$ cat src/rtl/char_anim_pkg.sv
// Shared types, defaults and elaboration helpers for the sprite animation sequencer.
package char_anim_pkg;

    typedef enum logic {
        ST_IDLE = 1'b0,
        ST_WALK = 1'b1
    } anim_state_e;

    // Pose index width seen by the VGA address generator (strips hold up to 8 poses).
    localparam int IDX_W = 3;

    localparam int DEF_IDLE_FRAMES = 4;
    localparam int DEF_WALK_FRAMES = 6;
    localparam int DEF_IDLE_DIV    = 8;
    localparam int DEF_WALK_DIV    = 5;

    // A strip must hold at least one pose and fit the 3-bit pose index.
    function automatic bit frames_ok(input int n);
        return (n >= 1) && (n <= 8);
    endfunction

    // Divider register width: clog2 of the larger divider, never narrower than 1 bit.
    function automatic int div_width(input int a, input int b);
        int m;
        m = (a > b) ? a : b;
        return (m <= 2) ? 1 : $clog2(m);
    endfunction

endpackage

$ cat src/rtl/anim_channel.sv
// One character: direction decode, IDLE/WALK FSM, frame divider and pose counter.
// All state advances only on an unfrozen frame tick.
module anim_channel
    import char_anim_pkg::*;
#(
    parameter int IDLE_FRAMES = DEF_IDLE_FRAMES,
    parameter int WALK_FRAMES = DEF_WALK_FRAMES,
    parameter int IDLE_DIV    = DEF_IDLE_DIV,
    parameter int WALK_DIV    = DEF_WALK_DIV,
    parameter int DIV_W       = div_width(DEF_IDLE_DIV, DEF_WALK_DIV)
) (
    input  logic             clk,
    input  logic             rst,
    input  logic             tick_i,
    input  logic             freeze_i,
    input  logic             left_i,
    input  logic             right_i,
    output logic [IDX_W-1:0] frame_idx_o,
    output logic             is_moving_o,
    output logic             face_left_o
);

    localparam logic [IDX_W-1:0] IDLE_LAST     = IDX_W'(IDLE_FRAMES - 1);
    localparam logic [IDX_W-1:0] WALK_LAST     = IDX_W'(WALK_FRAMES - 1);
    localparam logic [DIV_W-1:0] IDLE_DIV_LAST = DIV_W'(IDLE_DIV - 1);
    localparam logic [DIV_W-1:0] WALK_DIV_LAST = DIV_W'(WALK_DIV - 1);

    anim_state_e      state_q, state_d;
    logic [DIV_W-1:0] div_q, div_d;
    logic [IDX_W-1:0] idx_q, idx_d;
    logic             face_q, face_d;

    logic             mv;
    logic             walking;
    logic [DIV_W-1:0] div_last;
    logic [IDX_W-1:0] idx_last;

    assign mv       = left_i ^ right_i;
    assign walking  = (state_q == ST_WALK);
    assign div_last = walking ? WALK_DIV_LAST : IDLE_DIV_LAST;
    assign idx_last = walking ? WALK_LAST : IDLE_LAST;

    // State register; every output is a direct register view so they only move on a tick.
    always_ff @(posedge clk or posedge rst) begin
        if (rst) begin
            state_q <= ST_IDLE;
            div_q   <= '0;
            idx_q   <= '0;
            face_q  <= 1'b0;
        end else begin
            state_q <= state_d;
            div_q   <= div_d;
            idx_q   <= idx_d;
            face_q  <= face_d;
        end
    end

    // Next state: a strip change restarts at pose 0 with a full divider period,
    // otherwise the divider counts video frames and wraps the pose counter.
    always_comb begin
        state_d = state_q;
        div_d   = div_q;
        idx_d   = idx_q;
        face_d  = face_q;
        if (tick_i && !freeze_i) begin
            // Neither or both directions leave the facing unchanged.
            if (left_i && !right_i) begin
                face_d = 1'b1;
            end else if (right_i && !left_i) begin
                face_d = 1'b0;
            end

            if (walking != mv) begin
                state_d = mv ? ST_WALK : ST_IDLE;
                div_d   = '0;
                idx_d   = '0;
            end else if (div_q == div_last) begin
                div_d = '0;
                idx_d = (idx_q == idx_last) ? '0 : idx_q + IDX_W'(1);
            end else begin
                div_d = div_q + DIV_W'(1);
            end
        end
    end

    assign frame_idx_o = idx_q;
    assign is_moving_o = walking;
    assign face_left_o = face_q;

    // The pose index must stay inside the strip that is currently selected.
    a_idx_range: assert property (@(posedge clk) disable iff (rst)
        walking ? (idx_q <= WALK_LAST) : (idx_q <= IDLE_LAST));

endmodule

$ cat src/rtl/char_anim_ctrl.sv
// Per-frame animation sequencer for two sprites: synchronises vsync, derives a
// single-cycle frame tick from its rising edge and drives two animation channels.
module char_anim_ctrl
    import char_anim_pkg::*;
#(
    parameter int IDLE_FRAMES = DEF_IDLE_FRAMES,
    parameter int WALK_FRAMES = DEF_WALK_FRAMES,
    parameter int IDLE_DIV    = DEF_IDLE_DIV,
    parameter int WALK_DIV    = DEF_WALK_DIV
) (
    input  logic             clk,
    input  logic             rst,
    input  logic             vsync,
    input  logic             left_0,
    input  logic             right_0,
    input  logic             left_1,
    input  logic             right_1,
    input  logic             freeze,
    output logic             frame_tick,
    output logic [IDX_W-1:0] frame_idx,
    output logic             is_moving,
    output logic             face_left,
    output logic [IDX_W-1:0] frame_idx_1,
    output logic             is_moving_1,
    output logic             face_left_1
);

    localparam int DIV_W = div_width(IDLE_DIV, WALK_DIV);

    logic sync1_q, sync2_q, prev_q, tick_q;
    logic tick_d;

    // Rising edge of the synchronised vsync; a long-held vsync yields a single tick.
    assign tick_d = sync2_q & ~prev_q;

    // Two-flop synchroniser followed by a registered edge detector (tick 3 edges after the rise).
    always_ff @(posedge clk or posedge rst) begin
        if (rst) begin
            sync1_q <= 1'b0;
            sync2_q <= 1'b0;
            prev_q  <= 1'b0;
            tick_q  <= 1'b0;
        end else begin
            sync1_q <= vsync;
            sync2_q <= sync1_q;
            prev_q  <= sync2_q;
            tick_q  <= tick_d;
        end
    end

    assign frame_tick = tick_q;

    anim_channel #(
        .IDLE_FRAMES (IDLE_FRAMES),
        .WALK_FRAMES (WALK_FRAMES),
        .IDLE_DIV    (IDLE_DIV),
        .WALK_DIV    (WALK_DIV),
        .DIV_W       (DIV_W)
    ) u_ch0 (
        .clk         (clk),
        .rst         (rst),
        .tick_i      (tick_q),
        .freeze_i    (freeze),
        .left_i      (left_0),
        .right_i     (right_0),
        .frame_idx_o (frame_idx),
        .is_moving_o (is_moving),
        .face_left_o (face_left)
    );

    anim_channel #(
        .IDLE_FRAMES (IDLE_FRAMES),
        .WALK_FRAMES (WALK_FRAMES),
        .IDLE_DIV    (IDLE_DIV),
        .WALK_DIV    (WALK_DIV),
        .DIV_W       (DIV_W)
    ) u_ch1 (
        .clk         (clk),
        .rst         (rst),
        .tick_i      (tick_q),
        .freeze_i    (freeze),
        .left_i      (left_1),
        .right_i     (right_1),
        .frame_idx_o (frame_idx_1),
        .is_moving_o (is_moving_1),
        .face_left_o (face_left_1)
    );

    // Parameter sanity: strips must fit the pose index and dividers must be non-zero.
    a_params: assert property (@(posedge clk)
        frames_ok(IDLE_FRAMES) && frames_ok(WALK_FRAMES) && (IDLE_DIV >= 1) && (WALK_DIV >= 1));

endmodule

$ cat config.mk
export PLATFORM = sky130hd
export DESIGN_NAME = char_anim_ctrl
export DESIGN_NICKNAME = d
export VERILOG_FILES = /design/src/rtl/char_anim_pkg.sv /design/src/rtl/anim_channel.sv /design/src/rtl/char_anim_ctrl.sv
export SDC_FILE = /design/constraint.sdc
export NUM_CORES = 1
export LEC_CHECK = 0
export ABC_AREA = 0
export CAP_MARGIN = 20
export CORE_MARGIN = 2
export CORE_UTILIZATION = 50
export CTS_CLUSTER_SIZE = 25
export DETAILED_ROUTE_END_ITERATION = 8
export PLACE_DENSITY_LB_ADDON = 0.1
export SYNTH_ARGS = -nofsm -noshare
export SYNTH_HDL_FRONTEND = slang
export SYNTH_HIERARCHICAL = 1
export SYNTH_SLANG_ARGS = --single-unit
$ cat constraint.sdc
create_clock -name clk -period 1.78 [get_ports clk]
set_input_delay 0.356 -clock clk [delete_from_list [all_inputs] [get_ports clk]]
set_output_delay 0.356 -clock clk [all_outputs]
set_load 0.005 [all_outputs]
==> results of run 1 <==
-- area by class of cell --
type	count	area share [%]
clock buffer	4	2.52
inverter	9	2.34
multi-input combinational	73	40.0
sequential	20	34.8
tap	27	2.34
timing repair buffer	28	18.0
-- cells in the final DEF (no fill, tap or decap) --
cell type / instances
clkbuf_4: 3
dfrtp_2: 1
mux2_2: 2
a211o_1: 2
a32o_1: 2
nand2_1: 16
and3b_1: 4
o21ai_0: 4
and4b_1: 2
a31oi_1: 2
nor2_2: 2
dfrtp_1: 19
dlymetal6s2s_1: 2
a21o_1: 2
clkbuf_8: 1
xnor2_2: 2
o31ai_1: 1
ha_4: 2
inv_2: 2
nand2b_1: 4
mux2_4: 2
clkdlybuf4s50_1: 16
o31ai_2: 1
nor2b_4: 1
a311oi_2: 2
ha_1: 4
inv_1: 7
nor4_1: 2
o22ai_2: 2
nor2_1: 10
buf_4: 10
or2b_1: 2
-- registers in the layout, summed over array words and instances (netlist names) --
name,cells
u_ch0/div_q,3
u_ch0/frame_idx_o,3
u_ch1/div_q,3
u_ch1/frame_idx_o,3
frame_tick,1
prev_q,1
sync1_q,1
sync2_q,1
u_ch0/face_left_o,1
u_ch0/is_moving_o,1
u_ch1/face_left_o,1
u_ch1/is_moving_o,1
-- synth_stat cells --
cell type  instances
a31oi_1            2
and3b_1            4
o22ai_1            2
nor2b_4            1
a311oi_2           2
nor2_1            10
dfrtp_1           20
a32o_1             2
and4b_1            2
nand2_1           16
inv_1              9
mux2_4             2
nor2_2             2
o31ai_1            2
or2b_1             2
a211o_1            2
o21ai_0            4
a21o_1             2
mux2_2             2
clkbuf_1           2
xnor2_1            2
ha_1               6
nor4_1             2
nand2b_1           4
-- stage by stage --
stage,hold slack [ps],area (um2),cells,worst slack (ps)
2_1_floorplan,122,1060,104,41.4
3_3_place_gp,338,1340,157,-347
3_5_place_dp,340,1340,157,-397
4_1_cts,253,1420,162,9.47
5_1_grt,284,1440,161,-1.75
6_report,251,1440,161,55.3
-- how the worst min path moves through the flow --
stage                      start                    to  slack [ps]
2_1_floorplan                rst  frame_tick$_DFF_PP0_         120
3_3_place_gp   sync1_q$_DFF_PP0_     sync2_q$_DFF_PP0_         340
3_5_place_dp   sync1_q$_DFF_PP0_     sync2_q$_DFF_PP0_         340
4_1_cts                      rst     sync2_q$_DFF_PP0_         250
5_1_grt                      rst     sync2_q$_DFF_PP0_         280
6_report                     rst      prev_q$_DFF_PP0_         250
-- routing by layer --
metal / track usage [%] / vias to the layer above / routed length, um
li1: - / 419 / -
met1: 26.9 / 417 / 1050
met2: 31.4 / 21 / 963
met3: 3.64 / 5 / 67
met4: 10.2 / 0 / 47
met5: 0 / - / 0
-- kinds of logic (layout without fill, tap and decap cells) --
family / after synthesis / in the layout
xor gates and xnor gates: 2 / 2
muxes: 4 / 4
and+or+nand+nor: 43 / 43
AOI/OAI and AO/OA: 18 / 18
buffers and inverters: 11 / 41
adders and majority gates: 6 / 6
DFF: 20 / 20
-- what timing repair did --
item	4_1_cts	5_1_grt
gates resized for setup	3	9
setup buffers	1	0
endpoints found under the setup margin	5	8
pin swaps	2	7
-- power by group --
part / internal (W) / total [W] / leakage (nW) / switching (W)
registers: 0.000584 / 0.000749 / 0.250 / 0.000165
logic: 0.000405 / 0.000683 / 0.430 / 0.000278
clock network: 0.000125 / 0.000278 / 0.0210 / 0.000153
==> flow_summary.ini, run 1 <==
[global_routing]
grt_pass1_vias = 892
antenna_found_initial = 0
grtUsageTotal_pct = 20.2
grt_start_max_net_pins = 12
grt_pass1_wl_mm = 3.75
grt-ovfl-total = 0

[timing]
finalHoldViolations = 0
timing.final.crit_share_pct = 96.9
max_freq_ghz = 0.580
tns_ps = 0
fin_worst_skew_ps = 3.50
finalCriticalPeriod_ps = 1720
maxSlewHeadroom_pct = 73.9
drv_slew = 0
setup_viol = 0
worst_pin_slew_ps = 391
rsz0062_at_grt = yes

[power]
power_w = 0.00171
power.density_nw_per_um2 = 1190
p_leak_nw = 0.701
vdd_ir_drop_max_v = 0.000847

[routing]
routed_wirelength_mm = 2.13
wl_per_cell_um = 13.2
vias = 862
drcViolationCount = 0
drt-pass1-iter-count = 4
drt_iter0_markers = 15
vias_per_cell = 5.35
postRouteAntennaNets = 0

[synthesis]
synth-simple-area-share_pct = 21.8
netlist_instances = 104
synth_top_family_by_area = simple AND/OR/NAND/NOR gates
syn_nets = 118
yosys.area.top_type = dfrtp_1
avgSynthCellArea_um2 = 10.2
yosysWarningCount = 6
synth_seq_cells = 20
synth_cell_types = 24
yosys.area_share.adder_pct = 7.08
synth_area_um2 = 1060
synthMuxAreaShare_pct = 4.95
synthTopCellsByArea = dfrtp_1 (47%), ha_1 (7.1%), nand2_1 (5.7%)
synth_compound_gate_area_share_pct = 13.4
synth-xor-area-share_pct = 1.65
yosysTopAreaCellShare_pct = 47.2
seq_area_frac_synth_pct = 47.2

[critical_path]
cp.buffers_inverters = 1
path_cells = clkdlybuf4s50_1
r2r_start = u_ch0/is_moving_o$_DFFE_PP0P_
cp-end-kind = primary output
ff2ff_path_depth = 4
worst-r2r-setup-slack_ps = 180
critPathTopFamily = buffers and inverters
crit_path_top_delay_cell = clkdlybuf4s50_1
required_ps = 1420
rr_endpoint = u_ch0/frame_idx_o[0]$_DFFE_PP0P_
cp_max_fo = 7
crit_start = u_ch1/is_moving_o$_DFFE_PP0P_
worst-path-stages = 1
start_kind = flip-flop
endpoint = is_moving_1
arrival_ps = 1370
slowest_delay_ps = 550
critPathKind = flip-flop to primary output

[clock_network]
hold_buffers = 0
clkSinkCount = 20
root_buffer = clkbuf_4
cts_tree = built
clkTransAtPathRegs_ps = 120
cts_buffer_depth = 2
clk_latency_ps = 310
h-tree-depth = 1
cts_buffers = 3

[min_path]
hold_path_class = primary input to async pin

[die]
die_width_um = 50.1
die_h_um = 50.1
rows = 16
start_util_pct = 53.5
ioPinCount = 19
core_area_um2 = 1980
die_area_um2 = 2510

[final_layout]
final_util_pct = 72.8
syn_to_final_growth_pct = 36.0
n_fill_cell = 137
layout.nets = 149
layout-drive-gt1-share_pct = 24.6
multi_input_area_um2 = 577
num_antenna_cells = 0
ff_latch_area_um2 = 502

[placed_design]
portBuffers = 18
hpwl_mm = 1.53
place.gp.congestion = 0.840

[job]
drv_cap = 0

[outcome]
outcome = completed
Power figures use the tool's default switching activity.
==> inputs of run 2 (changes only) <==
--- a/config.mk
+++ b/config.mk
@@ -12,6 +12,7 @@
 export CTS_CLUSTER_SIZE = 25
 export DETAILED_ROUTE_END_ITERATION = 8
 export PLACE_DENSITY_LB_ADDON = 0.1
+export RECOVER_POWER = 100
 export SYNTH_ARGS = -nofsm -noshare
 export SYNTH_HDL_FRONTEND = slang
 export SYNTH_HIERARCHICAL = 1
==> run 2 against run 1 <==
Routed wire length rose by 0.33%. Non-clock buffer count did not move. Clock-buffer cell count did not move. Sequential power barely moved. First-iteration DRC count did not move. Largest cell class unchanged. Global-route usage did not move. Register-to-register slack barely moved. Sequential share of layout area rose by 0.12 points. Hold slack improved by 120 ps. Clock power barely moved. Critical path depth did not move.
==> flow_summary.ini, run 2 (synthesis gave the netlist of run 1 again) <==
[power]
vdd_ir_drop_max_v = 0.000847
power.density_nw_per_um2 = 1190
p_leak_nw = 0.698

[routing]
vias = 866
drcViolationCount = 0
drt-pass1-iter-count = 4
vias_per_cell = 5.38
routed_wirelength_mm = 2.14
postRouteAntennaNets = 0
drt_iter0_markers = 15
wl_per_cell_um = 13.3

[clock_network]
h-tree-depth = 1
hold_buffers = 0
clk_latency_ps = 310
clkSinkCount = 20
clkTransAtPathRegs_ps = 120
root_buffer = clkbuf_4
cts_tree = built
cts_buffers = 3
cts_buffer_depth = 2

[die]
ioPinCount = 19
rows = 16
die_h_um = 50.1
die_area_um2 = 2510
core_area_um2 = 1980
start_util_pct = 53.5
die_width_um = 50.1

[placed_design]
portBuffers = 18
hpwl_mm = 1.53
place.gp.congestion = 0.840
dp_slack_ps = -397

[global_routing]
grt_pass1_vias = 892
grt_start_max_net_pins = 12
grt_pass1_wl_mm = 3.75
grt-ovfl-total = 0
antenna_found_initial = 0
grtUsageTotal_pct = 20.2

[final_layout]
final_util_pct = 72.5
num_antenna_cells = 0
multi_input_area_um2 = 572
layout-drive-gt1-share_pct = 24.6
syn_to_final_growth_pct = 35.5
final_cell_mix = dfrtp_1 (19), nand2_1 (16), clkdlybuf4s50_1 (14), nor2_1 (10), buf_4 (10)
n_fill_cell = 137
final_common_cell = dfrtp_1
ff_latch_area_um2 = 502
layout.nets = 149

[critical_path]
required_ps = 1420
critPathTopFamily = buffers and inverters
cp_max_fo = 7
arrival_ps = 1370
start_kind = flip-flop
crit_path_top_delay_cell = clkdlybuf4s50_1
critPathKind = flip-flop to primary output
slowest_delay_ps = 550
path_cells = clkdlybuf4s50_1
worst-r2r-setup-slack_ps = 180
cp-end-kind = primary output
cp.buffers_inverters = 1

[timing]
whs_ps = 368
maxSlewHeadroom_pct = 73.9
timing.final.crit_share_pct = 96.9
fin_worst_skew_ps = 1.70
max_freq_ghz = 0.580
drv_slew = 0
tns_ps = 0
finalHoldViolations = 0
fin_ws_ps = 55.7
finalCriticalPeriod_ps = 1720
rsz0062_at_grt = yes
setup_viol = 0
worst_pin_slew_ps = 391

[outcome]
outcome = completed

[min_path]
hold_path_class = flip-flop to flip-flop

[job]
drv_cap = 0
## run 2: changes by cell type in the layout (fill, tap and decap cells not counted)
cell / before / now
nor2b_4: 1 / 0
clkdlybuf4s50_1: 16 / 14
dlygate4sd3_1: 0 / 2
nor2b_2: 0 / 1
## run 2: worst paths after layout
check	from	endpoint	depth (start not counted)
worst max register to register	u_ch0/is_moving_o$_DFFE_PP0P_	u_ch0/frame_idx_o[0]$_DFFE_PP0P_	4
min in group asynchronous	rst	prev_q$_DFF_PP0_	2
worst min-delay path	sync1_q$_DFF_PP0_	sync2_q$_DFF_PP0_	0
worst max-delay path	u_ch1/is_moving_o$_DFFE_PP0P_	is_moving_1	1
worst min register to register	sync1_q$_DFF_PP0_	sync2_q$_DFF_PP0_	0
max in group asynchronous	rst	u_ch0/is_moving_o$_DFFE_PP0P_	2
## run 2: final cells by class
type,count,area share [%]
sequential,20,34.9
inverter,9,2.35
timing repair buffer,28,18.1
tap,27,2.35
multi-input combinational,73,39.8
clock buffer,4,2.52
## run 2: repair_timing
action,in CTS,in global routing
setup buffers,1,0
resized for setup,3,9
gates cloned,0,0
endpoints found under the setup margin,5,8
pin swaps,2,7
## run 2: per-layer routing
| metal | part of all wire (%) | track usage [%] | routed length, um | vias up |
|---|---|---|---|---|
| li1 | - | - | - | 419 |
| met1 | 49 | 26.9 | 1050 | 419 |
| met2 | 45 | 31.4 | 966 | 23 |
| met3 | 3.2 | 3.64 | 69 | 5 |
| met4 | 2.2 | 10.2 | 47 | 0 |
| met5 | 0 | 0 | 0 | - |
## run 2: stage by stage
| stage | area (um2) | total power, W | std cells |
|---|---|---|---|
| 6_report | 1440 | 0.00171 | 161 |
| 2_1_floorplan | 1060 | 0.00108 | 104 |
| 5_1_grt | 1440 | 0.00184 | 161 |
| 3_5_place_dp | 1340 | 0.00140 | 157 |
| 3_3_place_gp | 1340 | 0.00137 | 157 |
| 4_1_cts | 1420 | 0.00170 | 162 |
## run 2: power by group
part	internal [W]	total, W	switching [W]
registers	0.000584	0.000748	0.000164
clock network	0.000125	0.000276	0.000151
logic	0.000404	0.000684	0.000280
total	0.00111	0.00171	0.000596
